[src/rtl/demapper_if.sv]
// Byte-stream payload channel from the demapper toward the UART TX FIFO.
interface demapper_if;
  logic [7:0] o_pyld_data;
  logic       o_pyld_data_valid;
  logic       i_pyld_data_ready;

  modport master (
    output o_pyld_data,
    output o_pyld_data_valid,
    input  i_pyld_data_ready
  );

  modport slave (
    input  o_pyld_data,
    input  o_pyld_data_valid,
    output i_pyld_data_ready
  );
endinterface

[src/rtl/demapper.sv]
// OTN receive demapper: FAS hunt on the serial line, one-frame payload buffer,
// CRC-8 check, byte-stream release and serial ARQ acknowledge.
module demapper #(
  parameter int unsigned PYLD_BYTES   = 16,
  parameter int unsigned CLKS_PER_BIT = 1,
  parameter int unsigned ACK_LEN      = 8,
  parameter logic [15:0] FAS          = 16'hF628
) (
  input  logic       i_clk,
  input  logic       i_rst,
  input  logic       i_otn_rx_data,
  input  logic       i_arq_en,
  output logic       o_otn_tx_ack,
  output logic       o_frame_ok,
  output logic       o_crc_err,
  output logic       o_frame_drop,
  demapper_if.master pyld
);

  localparam int unsigned CW = (CLKS_PER_BIT > 1) ? $clog2(CLKS_PER_BIT) : 1;
  localparam int unsigned IW = (PYLD_BYTES > 1) ? $clog2(PYLD_BYTES) : 1;
  localparam int unsigned BW = $clog2(PYLD_BYTES + 1);
  localparam int unsigned AW = $clog2(ACK_LEN + 1);

  typedef enum logic [1:0] {
    S_HUNT,
    S_PYLD,
    S_CHK,
    S_SKIP
  } state_t;

  state_t          state_q, state_d;
  logic [CW-1:0]   clk_cnt_q, clk_cnt_d;
  logic [14:0]     hunt_q, hunt_d;
  logic [2:0]      bit_idx_q, bit_idx_d;
  logic [BW-1:0]   byte_idx_q, byte_idx_d;
  logic [6:0]      byte_sr_q, byte_sr_d;
  logic [7:0]      crc_q, crc_d;
  logic [7:0]      crc_rx_q, crc_rx_d;
  logic            cmp_pend_q, cmp_pend_d;
  logic [IW-1:0]   rd_idx_q, rd_idx_d;
  logic            valid_q, valid_d;
  logic [AW-1:0]   ack_cnt_q, ack_cnt_d;
  logic            ok_q, ok_d;
  logic            err_q, err_d;
  logic            drop_q, drop_d;
  logic [7:0]      buf_q [PYLD_BYTES];

  logic            strobe;
  logic [15:0]     hunt_shift;
  logic [7:0]      new_byte;
  logic [7:0]      crc_bit;
  logic            xfer;
  logic            drain_last;
  logic            buf_free;
  logic            buf_we;
  logic [IW-1:0]   wr_idx;
  logic            crc_match;
  logic            drain_start;
  logic            ack_req;

  assign strobe      = (clk_cnt_q == CW'(CLKS_PER_BIT - 1));
  assign clk_cnt_d   = strobe ? '0 : clk_cnt_q + CW'(1);
  assign hunt_shift  = {hunt_q, i_otn_rx_data};
  assign new_byte    = {byte_sr_q, i_otn_rx_data};
  assign crc_bit     = {crc_q[6:0], 1'b0} ^ ((crc_q[7] ^ i_otn_rx_data) ? 8'h07 : 8'h00);
  assign wr_idx      = byte_idx_q[IW-1:0];

  // A drain finishing on this very cycle frees the buffer for a frame whose FAS lands now.
  assign xfer        = valid_q & pyld.i_pyld_data_ready;
  assign drain_last  = xfer && (rd_idx_q == IW'(PYLD_BYTES - 1));
  assign buf_free    = !valid_q || drain_last;

  assign crc_match   = (crc_rx_q == crc_q);
  assign drain_start = cmp_pend_q && (crc_match || !i_arq_en);
  assign ack_req     = cmp_pend_q && crc_match && i_arq_en;

  always_comb begin
    state_d    = state_q;
    hunt_d     = hunt_q;
    bit_idx_d  = bit_idx_q;
    byte_idx_d = byte_idx_q;
    byte_sr_d  = byte_sr_q;
    crc_d      = crc_q;
    crc_rx_d   = crc_rx_q;
    cmp_pend_d = 1'b0;
    drop_d     = 1'b0;
    buf_we     = 1'b0;
    if (strobe) begin
      case (state_q)
        S_HUNT: begin
          hunt_d = hunt_shift[14:0];
          if (hunt_shift == FAS) begin
            hunt_d     = '0;
            bit_idx_d  = '0;
            byte_idx_d = '0;
            byte_sr_d  = '0;
            crc_d      = '0;
            state_d    = buf_free ? S_PYLD : S_SKIP;
          end
        end
        S_PYLD: begin
          crc_d     = crc_bit;
          byte_sr_d = new_byte[6:0];
          bit_idx_d = bit_idx_q + 3'd1;
          if (bit_idx_q == 3'd7) begin
            buf_we     = 1'b1;
            byte_idx_d = byte_idx_q + BW'(1);
            if (byte_idx_q == BW'(PYLD_BYTES - 1)) begin
              byte_idx_d = '0;
              state_d    = S_CHK;
            end
          end
        end
        S_CHK: begin
          crc_rx_d  = {crc_rx_q[6:0], i_otn_rx_data};
          bit_idx_d = bit_idx_q + 3'd1;
          // Compare happens next cycle while already hunting, so no line bit is lost.
          if (bit_idx_q == 3'd7) begin
            cmp_pend_d = 1'b1;
            state_d    = S_HUNT;
          end
        end
        S_SKIP: begin
          bit_idx_d = bit_idx_q + 3'd1;
          if (bit_idx_q == 3'd7) begin
            byte_idx_d = byte_idx_q + BW'(1);
            if (byte_idx_q == BW'(PYLD_BYTES)) begin
              byte_idx_d = '0;
              drop_d     = 1'b1;
              state_d    = S_HUNT;
            end
          end
        end
        default: state_d = S_HUNT;
      endcase
    end
  end

  always_comb begin
    valid_d  = valid_q;
    rd_idx_d = rd_idx_q;
    if (xfer) begin
      if (drain_last) begin
        valid_d  = 1'b0;
        rd_idx_d = '0;
      end else begin
        rd_idx_d = rd_idx_q + IW'(1);
      end
    end
    if (drain_start) begin
      valid_d  = 1'b1;
      rd_idx_d = '0;
    end
  end

  always_comb begin
    ok_d      = drain_start;
    err_d     = cmp_pend_q && !crc_match;
    ack_cnt_d = ack_cnt_q;
    if (ack_req) begin
      ack_cnt_d = AW'(ACK_LEN);
    end else if (ack_cnt_q != '0) begin
      ack_cnt_d = ack_cnt_q - AW'(1);
    end
  end

  always_ff @(posedge i_clk or posedge i_rst) begin
    if (i_rst) begin
      state_q    <= S_HUNT;
      clk_cnt_q  <= '0;
      hunt_q     <= '0;
      bit_idx_q  <= '0;
      byte_idx_q <= '0;
      byte_sr_q  <= '0;
      crc_q      <= '0;
      crc_rx_q   <= '0;
      cmp_pend_q <= 1'b0;
      rd_idx_q   <= '0;
      valid_q    <= 1'b0;
      ack_cnt_q  <= '0;
      ok_q       <= 1'b0;
      err_q      <= 1'b0;
      drop_q     <= 1'b0;
    end else begin
      state_q    <= state_d;
      clk_cnt_q  <= clk_cnt_d;
      hunt_q     <= hunt_d;
      bit_idx_q  <= bit_idx_d;
      byte_idx_q <= byte_idx_d;
      byte_sr_q  <= byte_sr_d;
      crc_q      <= crc_d;
      crc_rx_q   <= crc_rx_d;
      cmp_pend_q <= cmp_pend_d;
      rd_idx_q   <= rd_idx_d;
      valid_q    <= valid_d;
      ack_cnt_q  <= ack_cnt_d;
      ok_q       <= ok_d;
      err_q      <= err_d;
      drop_q     <= drop_d;
    end
  end

  always_ff @(posedge i_clk or posedge i_rst) begin
    if (i_rst) begin
      for (int unsigned i = 0; i < PYLD_BYTES; i++) begin
        buf_q[i] <= '0;
      end
    end else if (buf_we) begin
      buf_q[wr_idx] <= new_byte;
    end
  end

  assign pyld.o_pyld_data       = valid_q ? buf_q[rd_idx_q] : '0;
  assign pyld.o_pyld_data_valid = valid_q;
  assign o_otn_tx_ack           = (ack_cnt_q != '0);
  assign o_frame_ok             = ok_q;
  assign o_crc_err              = err_q;
  assign o_frame_drop           = drop_q;

endmodule

[src/flat_wrapper.sv]
// flat-port wrapper written by rule: the top's interface ports become plain ports
module demapper_flat 
#(
  parameter int unsigned PYLD_BYTES   = 16,
  parameter int unsigned CLKS_PER_BIT = 1,
  parameter int unsigned ACK_LEN      = 8,
  parameter logic [15:0] FAS          = 16'hF628
)
  (i_clk, i_rst, i_otn_rx_data, i_arq_en, o_otn_tx_ack, o_frame_ok, o_crc_err, o_frame_drop, pyld_o_pyld_data, pyld_o_pyld_data_valid, pyld_i_pyld_data_ready);
  demapper_if pyld_i ();
  input  logic i_clk;
  input  logic i_rst;
  input  logic i_otn_rx_data;
  input  logic i_arq_en;
  output logic o_otn_tx_ack;
  output logic o_frame_ok;
  output logic o_crc_err;
  output logic o_frame_drop;
  output wire logic [$bits(pyld_i.o_pyld_data)-1:0] pyld_o_pyld_data;
  output wire logic [$bits(pyld_i.o_pyld_data_valid)-1:0] pyld_o_pyld_data_valid;
  input wire logic [$bits(pyld_i.i_pyld_data_ready)-1:0] pyld_i_pyld_data_ready;
  assign pyld_o_pyld_data = pyld_i.o_pyld_data;
  assign pyld_o_pyld_data_valid = pyld_i.o_pyld_data_valid;
  assign pyld_i.i_pyld_data_ready = pyld_i_pyld_data_ready;
  demapper #(.PYLD_BYTES(PYLD_BYTES), .CLKS_PER_BIT(CLKS_PER_BIT), .ACK_LEN(ACK_LEN), .FAS(FAS)) u_core (.i_clk(i_clk), .i_rst(i_rst), .i_otn_rx_data(i_otn_rx_data), .i_arq_en(i_arq_en), .o_otn_tx_ack(o_otn_tx_ack), .o_frame_ok(o_frame_ok), .o_crc_err(o_crc_err), .o_frame_drop(o_frame_drop), .pyld(pyld_i));
endmodule
[config.mk]
export PLATFORM = sky130hd
export DESIGN_NAME = demapper_flat
export DESIGN_NICKNAME = d
export VERILOG_FILES = /design/src/rtl/demapper_if.sv /design/src/rtl/demapper.sv /design/src/flat_wrapper.sv
export SDC_FILE = /design/constraint.sdc
export NUM_CORES = 1
export LEC_CHECK = 0
export CORE_MARGIN = 2
export CORE_UTILIZATION = 51
export CTS_BUF_LIST = sky130_fd_sc_hd__clkbuf_2 sky130_fd_sc_hd__clkbuf_4 sky130_fd_sc_hd__clkbuf_8
export CTS_CLUSTER_SIZE = 14
export DETAILED_ROUTE_END_ITERATION = 8
export PLACE_DENSITY_LB_ADDON = 0.08
export SYNTH_ARGS = -nofsm -noshare
export SYNTH_HDL_FRONTEND = slang
export SYNTH_SLANG_ARGS = --single-unit
[constraint.sdc]
create_clock -name i_clk -period 5.6 [get_ports i_clk]
set_input_delay 0.56 -clock i_clk [delete_from_list [all_inputs] [get_ports i_clk]]
set_output_delay 0.56 -clock i_clk [all_outputs]
set_load 0.01 [all_outputs]
==> results of run 1 <==
[cells by family after synthesis]
| group | synth area share |
|---|---|
| compound gates | 0.0720 |
| xor+xnor | 0.0146 |
| fa+ha+maj | 0.0139 |
| buf+inv | 0.0316 |
| flops | 0.527 |
| mux | 0.250 |
| simple gates | 0.0907 |
[report_power, final]
part	internal [mW]	switching, mW	total, mW
Combinational	0.0781	0.0718	0.150
Sequential	1.42	0.0601	1.48
Clock	0.412	0.517	0.929
[per-stage QoR]
step	cells	hold WS [ns]	instance area, sq um	setup slack (ns)
2_1_floorplan	658	0.453	8980	2.61
3_3_place_gp	863	0.466	9220	2.06
3_5_place_dp	863	0.474	9220	1.92
4_1_cts	895	0.495	9630	1.38
5_1_grt	895	0.525	9630	1.19
6_report	895	0.490	9630	1.40
[layout by cell type, fill, tap and decap left out, drive strengths merged, types with 14 or more instances in the layout]
cell type,count
dfrtp,189
mux2,139
nand2,51
mux2i,48
a22o,27
a22oi,23
nor2,21
clkbuf,17
clkdlybuf4s50,17
inv,14
[metal layers]
layer	share of wire	vias to the layer above	global-route usage
met4	0.016	0	0.0735
li1	-	2394	-
met5	0	-	0
met2	0.47	82	0.331
met3	0.028	24	0.0415
met1	0.49	2728	0.307
[path summary, 6_finish.rpt]
path | from | slack (ns) | depth (start not counted) | to
worst max-delay path | u_core.rd_idx_q[2]$_DFFE_PP0P_ | 1.40 | 5 | pyld_o_pyld_data[7]
max in group asynchronous | i_rst | 4.01 | 3 | u_core.rd_idx_q[0]$_DFFE_PP0P_
worst min-delay path | u_core.hunt_q[0]$_DFFE_PP0N_ | 0.49 | 2 | u_core.hunt_q[1]$_DFFE_PP0N_
worst max register to register | u_core.bit_idx_q[1]$_DFFE_PP0P_ | 3.16 | 5 | u_core.buf_q[99]$_DFFE_PP0P_
min in group asynchronous | i_rst | 0.71 | 3 | u_core.buf_q[35]$_DFFE_PP0P_
worst min register to register | u_core.hunt_q[0]$_DFFE_PP0N_ | 0.49 | 2 | u_core.hunt_q[1]$_DFFE_PP0N_
[flip-flops by register name, summed over array words and instances, names as in the netlist, 2 cells and up]
register,count
u_core.byte_idx_q,5
u_core.bit_idx_q,3
u_core.buf_q,128
u_core.crc_q,8
u_core.state_q,2
u_core.byte_sr_q,7
u_core.hunt_q,15
u_core.rd_idx_q,4
u_core.ack_cnt_q,4
u_core.crc_rx_q,8
[layout make-up]
| type | count | share of cell area |
|---|---|---|
| clock inverter | 15 | 0.0182 |
| multi-input combinational | 421 | 0.412 |
| clock buffer | 17 | 0.0243 |
| sequential | 189 | 0.492 |
| inverter | 8 | 0.00351 |
| tap | 225 | 0.0292 |
| timing repair buffer | 20 | 0.0213 |
[worst reg2reg max path, delay by kind of cell, from the launching register on]
family                   cells  cell delay (ns)
adder cells (fa/ha/maj)      2             0.56
AND/OR/NAND/NOR              2             0.99
multiplexers                 1             0.40
flip-flops                   1             0.38
==> impl_metrics.csv, run 1 <==
group,metric,value,unit
cts,hold_buffers,0,
grt,grt_pass1_wl,30000,microns
floorplan,start_util,0.521,
routing,wl,18600,microns
sta,tightest_slew,1.23,ns
floorplan,die_h,137,microns
cts,cts_setup_buffers,0,
grt,overflow,0,
synthesis,yosysTopAreaCell,"dfrtp_1",
pwr,static-leakage-power,4.38,nW
synthesis,async_flop_share,1.00,
worst_setup_path,max_stage_delay,1.04,ns
synthesis,ys_ff_latch,189,
floorplan,core,17200,sq um
cts,cts_tree,"done",
synthesis,yosys_warnings,0,
synthesis,synth_area_per_cell,13.6,sq um
place,portBuffers,17,
sta,setup_viol,0,
synthesis,syn_nets,673,
place,hpwl,11900,microns
worst_setup_path,path_buf_inv,1,
sta,fmax,238,MHz
synthesis,synth_ff_type,"dfrtp_1",
synthesis,synth_common_cells,"189 x dfrtp_1, 137 x mux2_2, 48 x mux2i_1, 48 x nand2_1, 27 x a22o_1",
cells_and_area,drive_gt1_frac,0.318,
grt,grt_max_degree,190,
sta,final.min_clock_period,4.20,ns
synthesis,ys_seq_area_frac,0.527,
worst_setup_path,path_cells,"nor2b_1 > a22oi_1 > a311oi_1 > a21oi_1 > clkdlybuf4s50_1",
synthesis,synthTopCellsByArea,"dfrtp_1 53%, mux2_2 17%, mux2i_1 5.4%",
sta,post-route-period-util,0.750,
sta,maxSlewHeadroom,0.176,
cells_and_area,seqCellArea,4730,sq um
synthesis,synth_top_area_frac,0.527,
cts,numCtsBuffers,17,
cts,h-tree-depth,4,
grt,antenna_found_initial,0,
synthesis,syn_inst,658,
worst_setup_path,worst_ep_arrival_time,3.64,ns
routing,drcViolationCount,0,
synthesis,synth-edff-count,0,
cells_and_area,num_antenna_cells,0,
place,gp_congestion,0.795,
cts,worstSkewPairLatency,0.47,ns
sta,slew_violations,0,
routing,vias_per_cell,5.84,
cells_and_area,fin_nets,672,
pwr,irDropWorstVdd,0.149,mV
floorplan,rows,48,
grt,grt.total_usage,0.215,
floorplan,die_area,18700,sq um
worst_setup_path,crit_type,"flop to primary output",
routing,drt_iter0_markers,430,
pwr,powerDensity,265,nW/um^2
outcome,status,"finished, final reports clean",
worst_setup_path,cp_max_fo,17,
cells_and_area,fillers,1394,
cts,clock_path_buffers,2,
sta,fin_setup_tns,0,ns
synthesis,syn-cell-area,8980,sq um
worst_setup_path,crit_path_end_kind,"primary output",
sta,skew,0.0147,ns
worst_setup_path,start_kind,"flop",
sta,rsz0062_at_grt,"false",
cells_and_area,area.growth.synth_to_final,7.23,%
routing,wl_per_cell,20.8,microns
worst_setup_path,worstPathRequired,5.04,ns
cts,cts_resized,0,
worst_hold_path,hp-class,"flop to flop",
routing,ant_nets,0,
floorplan,boundaryPins,18,
synthesis,synth.distinct_cells,58,
cells_and_area,post-route-util,0.559,
pwr,report.power.total,2.55,mW
cts,root_buffer,"clkbuf_8",
routing,vias,5228,
grt,grt_pass1_vias,5336,
cells_and_area,multiInputGateArea,3970,sq um
floorplan,die_w,137,microns
cts,clkSinkCount,189,
synthesis,yosys.cell_count.top_type,"dfrtp_1",
worst_setup_path,slowest_stage,"nor2b_1",
flow_run,drv_cap,0,
worst_setup_path,critPathTopFamily,"simple AND/OR/NAND/NOR gates",
cts,path_clk_slew,0.10,ns
routing,dr.pass1.iters,4,
sta,finalHoldViolations,0,
Power figures use the tool's default switching activity.
==> run 2, diff against run 1 <==
clock period = 3.6 ns   (was 5.6 ns; I/O delays follow)
==> impl_metrics.csv, run 2 (same netlist as run 1, synthesis figures left out) <==
group,metric,value,unit
floorplan,start_util,0.521,
grt,overflow,0,
pwr,powerDensity,421,nW/um^2
sta,tightest_slew,0.883,ns
worst_setup_path,crit_type,"flop to primary output",
cells_and_area,top_regs,"u_core.buf_q (128), u_core.hunt_q (15)",
worst_setup_path,crit_path_end,"pyld_o_pyld_data[0]",
sta,rsz0062_at_grt,"false",
worst_setup_path,crit_start,"u_core.rd_idx_q[0]$_DFFE_PP0P_",
worst_hold_path,hp-class,"input port to async pin",
sta,setup_viol,0,
cells_and_area,drive_gt1_frac,0.329,
sta,fin_ws,0.331,ns
routing,drcViolationCount,0,
routing,drt_iter0_markers,336,
routing,vias_per_cell,5.92,
worst_setup_path,worst_ep_arrival_time,2.91,ns
cells_and_area,area.growth.synth_to_final,8.88,%
sta,hold-worst-slack,0.409,ns
sta,fin_setup_tns,0,ns
cts,path_clk_slew,0.09,ns
worst_setup_path,worstPathRequired,3.24,ns
place,pre_cts_slack,0.640,ns
place,numPlacedInstances,871,
cts,worstSkewPairLatency,0.48,ns
sta,finalHoldViolations,0,
routing,wl_per_cell,21.2,microns
sta,fmax,306,MHz
cells_and_area,largest_reg_flops,128,
place,hpwl,12900,microns
sta,slew_violations,0,
floorplan,die_area,18700,sq um
grt,antenna_found_initial,0,
routing,wl,19200,microns
floorplan,core,17200,sq um
place,portBuffers,17,
cts,cts_resized,0,
grt,grt.total_usage,0.224,
worst_setup_path,r2r_end,"u_core.buf_q[82]$_DFFE_PP0P_",
outcome,status,"finished, final reports clean",
worst_setup_path,start_kind,"flop",
cells_and_area,final_common_cell,"dfrtp_1",
cts,hold_buffers,0,
sta,skew,0.0113,ns
cells_and_area,fin_nets,680,
floorplan,rows,48,
floorplan,die_h,137,microns
cts,cts_tree,"done",
floorplan,boundaryPins,18,
flow_run,drv_cap,0,
worst_setup_path,reg2reg_from,"u_core.state_q[0]$_DFFE_PP0P_",
cells_and_area,instances_no_fill,903,
sta,post-route-period-util,0.908,
worst_setup_path,r2r_cells,5,
cts,root_buffer,"clkbuf_8",
grt,grt_max_degree,46,
cts,cts_setup_buffers,0,
cts,clkSinkCount,189,
floorplan,die_w,137,microns
cells_and_area,registers.top_by_ff_count,"u_core.buf_q",
cells_and_area,mostFrequentLayoutCells,"188 x dfrtp_1, 137 x mux2_2, 48 x nand2_1, 48 x mux2i_1, 27 x a22o_1",
grt,grt_pass1_wl,30800,microns
grt,grt_pass1_vias,5479,
place,gp_congestion,0.844,
cells_and_area,num_antenna_cells,0,
pwr,irDropWorstVdd,0.242,mV
routing,vias,5345,
sta,maxSlewHeadroom,0.410,
sta,final.min_clock_period,3.27,ns
routing,ant_nets,0,
cts,h-tree-depth,4,
routing,dr.pass1.iters,5,
worst_setup_path,cp_max_fo,30,
pwr,static-leakage-power,4.45,nW
worst_setup_path,reg2reg_slack,1.17,ns
worst_setup_path,crit_path_end_kind,"primary output",
cts,numCtsBuffers,17,
cts,clock_path_buffers,2,
## run 2: routing by layer
metal / part of all wire / global-route usage / vias up
met2: 0.49 / 0.358 / 90
met4: 0.012 / 0.0596 / 0
li1: - / - / 2417
met5: 0 / 0 / -
met3: 0.039 / 0.0441 / 16
met1: 0.46 / 0.315 / 2822
## run 2: stage by stage
stage               area [sq um]  total power [mW]   util
finish                      9780              4.11  0.567
global route                9780              4.28  0.567
CTS                         9770              4.16  0.567
detailed placement          9320              2.59  0.541
global placement            9320              2.57  0.541
floorplan                   8980              2.50      -
## run 2: critical path: stages (launching register included)
cell and delay, ns:
dfrtp_4 0.80, buf_12 0.28, mux4_2 0.56, nor2_1 0.11, o22ai_1 0.12, clkdlybuf4s50_1 0.52
## run 2: report_power, final
group          internal [mW]  leakage, nW  switching (mW)  total [mW]
logic                  0.127         1.78           0.115       0.242
registers               2.20         2.45          0.0978        2.30
clock network          0.788        0.218           0.782        1.57
## run 2: worst min-delay path by stage
stage                                              end  slack, ns  cells past startpoint                    startpoint
after global placement    u_core.hunt_q[1]$_DFFE_PP0N_       0.47                      2  u_core.hunt_q[0]$_DFFE_PP0N_
final                     u_core.buf_q[34]$_DFFE_PP0P_       0.41                      2                         i_rst
after floorplan           u_core.buf_q[65]$_DFFE_PP0P_       0.45                      1  u_core.buf_q[65]$_DFFE_PP0P_
after detailed placement  u_core.buf_q[81]$_DFFE_PP0P_       0.48                      1  u_core.buf_q[81]$_DFFE_PP0P_
after global routing      u_core.buf_q[34]$_DFFE_PP0P_       0.48                      2                         i_rst
after CTS                 u_core.buf_q[48]$_DFFE_PP0P_       0.42                      2                         i_rst
## run 2: layout make-up
type                       count  area (sq um)
clock buffer                  18           248
sequential                   189          4730
timing repair buffer          28           303
fill                        1395          7460
multi-input combinational    421          3970
clock inverter                14           206
tap                          225           282
inverter                       8          33.8
==> run 3, diff against run 2 <==
CTS_BUF_LIST = sky130_fd_sc_hd__clkbuf_8 sky130_fd_sc_hd__clkbuf_16   (was sky130_fd_sc_hd__clkbuf_2 sky130_fd_sc_hd__clkbuf_4 sky130_fd_sc_hd__clkbuf_8)
PLACE_DENSITY = 0.7   (was unset)
PLACE_DENSITY_LB_ADDON = unset   (was 0.08)
==> impl_metrics.csv, run 3 (same netlist as run 1, synthesis figures left out) <==
group,metric,value,unit
floorplan,die_area,18700,sq um
place,hpwl,12900,microns
sta,rsz0062_at_grt,"false",
cts,cts_setup_buffers,0,
sta,fmax,291,MHz
sta,tightest_slew,1.04,ns
grt,use_met3,0.0433,
grt,antenna_found_initial,0,
cells_and_area,largest_reg_flops,128,
worst_setup_path,start_kind,"flop",
floorplan,die_w,137,microns
routing,wl_per_cell,21.0,microns
worst_setup_path,cp_max_fo,16,
grt,met2_usage,0.353,
worst_setup_path,crit_type,"flop to primary output",
routing,wl,19000,microns
pwr,powerDensity,444,nW/um^2
floorplan,core,17200,sq um
cells_and_area,num_antenna_cells,0,
pwr,seqPwrFrac,0.523,
pwr,switchingPower,1.02,mW
worst_setup_path,worstPathRequired,3.24,ns
worst_setup_path,worst_ep_arrival_time,3.07,ns
cells_and_area,area.growth.synth_to_final,10.1,%
grt,grt_busiest_layer,"met2",
floorplan,boundaryPins,18,
cts,clkSinkCount,189,
grt,grt_pass1_wl,31000,microns
sta,slew_violations,0,
pwr,switching_share,0.232,
routing,drt_iter0_markers,298,
cts,worstSkewPairLatency,0.43,ns
place,pre_cts_slack,0.597,ns
grt,met1_usage,0.303,
floorplan,start_util,0.521,
sta,fin_setup_tns,0,ns
grt,overflow,0,
grt,grt_max_degree,54,
cells_and_area,fin_nets,681,
cells_and_area,final_common_cell,"dfrtp_1",
cts,clock_path_buffers,2,
sta,setup_viol,0,
routing,vias_per_cell,5.96,
place,portBuffers,17,
cts,h-tree-depth,4,
sta,maxSlewHeadroom,0.302,
outcome,status,"finished, final reports clean",
pwr,p_clk_frac,0.422,
routing,drcViolationCount,0,
pwr,irDropWorstVdd,0.371,mV
grt,grt_pass1_vias,5635,
cells_and_area,drive_gt1_frac,0.327,
routing,ant_nets,0,
cts,cts_tree,"done",
pwr,intPower,3.37,mW
routing,dr.pass1.iters,5,
floorplan,rows,48,
sta,post-route-period-util,0.954,
sta,final.min_clock_period,3.43,ns
cts,path_clk_slew,0.06,ns
sta,skew,0.0126,ns
flow_run,drv_cap,0,
pwr,static-leakage-power,4.50,nW
grt,grt.total_usage,0.219,
pwr,p_comb_frac,0.056,
routing,vias,5392,
sta,finalHoldViolations,0,
worst_hold_path,hp-class,"flop to flop",
cells_and_area,mostFrequentLayoutCells,"188 x dfrtp_1, 137 x mux2_2, 48 x nand2_1, 48 x mux2i_1, 27 x a22o_1",
floorplan,die_h,137,microns
place,gp_congestion,0.822,
worst_setup_path,crit_path_end_kind,"primary output",
cells_and_area,fillers,1344,
sta,fin_ws,0.165,ns
cells_and_area,registers.top_by_ff_count,"u_core.buf_q",
cts,numCtsBuffers,17,
cells_and_area,top_regs,"u_core.buf_q (128), u_core.hunt_q (15)",
cts,root_buffer,"clkbuf_16",
==> run 3: power by group through the flow <==
stage / Sequential (mW) / Clock [mW] / Combinational (mW)
after floorplan: 2.30 / 0 / 0.199
after detailed placement: 2.33 / 0 / 0.251
after global routing: 2.31 / 1.97 / 0.274
after CTS: 2.30 / 1.87 / 0.250
after global placement: 2.33 / 0 / 0.238
final: 2.30 / 1.85 / 0.245
==> run 3: per-stage QoR <==
stage,util,instance area (sq um),hold slack (ns),cells,power [mW]
after floorplan,-,8980,0.453,658,2.50
after global placement,0.540,9300,0.466,872,2.56
after detailed placement,0.540,9300,0.483,872,2.58
after CTS,0.573,9880,0.499,904,4.42
after global routing,0.574,9890,0.514,904,4.55
final,0.574,9890,0.500,904,4.39
==> run 3: critical path, stage by stage (launching register included) <==
cell and delay (ns):
dfrtp_1 0.38, buf_4 0.21, nor2_1 0.80, a22oi_1 0.23, a311oi_1 0.38, a21oi_1 0.12, clkdlybuf4s50_1 0.52
==> run 3: cell type report <==
cell class,count,area [sq um],share of cell area
Clock inverter,14,144,0.0146
Inverter,8,33.8,0.00342
Tap cell,225,282,0.0285
Timing Repair Buffer,29,285,0.0289
Multi-Input combinational cell,421,3970,0.401
Sequential cell,189,4730,0.479
Clock buffer,18,439,0.0444
==> run 3: metal layers <==
metal | share of wire | vias to the layer above
li1 | - | 2416
met3 | 0.038 | 21
met4 | 0.015 | 0
met5 | 0 | -
met2 | 0.50 | 104
met1 | 0.45 | 2851
==> run 3: worst paths after layout <==
| check | cells past startpoint | start | slack [ns] | endpoint |
|---|---|---|---|---|
| max | 6 | u_core.rd_idx_q[2]$_DFFE_PP0P_ | 0.17 | pyld_o_pyld_data[7] |
| min | 1 | u_core.buf_q[65]$_DFFE_PP0P_ | 0.50 | u_core.buf_q[65]$_DFFE_PP0P_ |
| max reg2reg | 6 | u_core.bit_idx_q[0]$_DFFE_PP0P_ | 1.19 | u_core.buf_q[24]$_DFFE_PP0P_ |
| min reg2reg | 1 | u_core.buf_q[65]$_DFFE_PP0P_ | 0.50 | u_core.buf_q[65]$_DFFE_PP0P_ |
| max in group asynchronous | 3 | i_rst | 2.28 | u_core.buf_q[124]$_DFFE_PP0P_ |
| min in group asynchronous | 2 | i_rst | 0.53 | u_core.hunt_q[4]$_DFFE_PP0N_ |
==> run 3: what timing repair did <==
item | in CTS | in global routing
setup endpoints to repair | 0 | 1
hold buffers | 0 | 0
resized for setup | 0 | 1
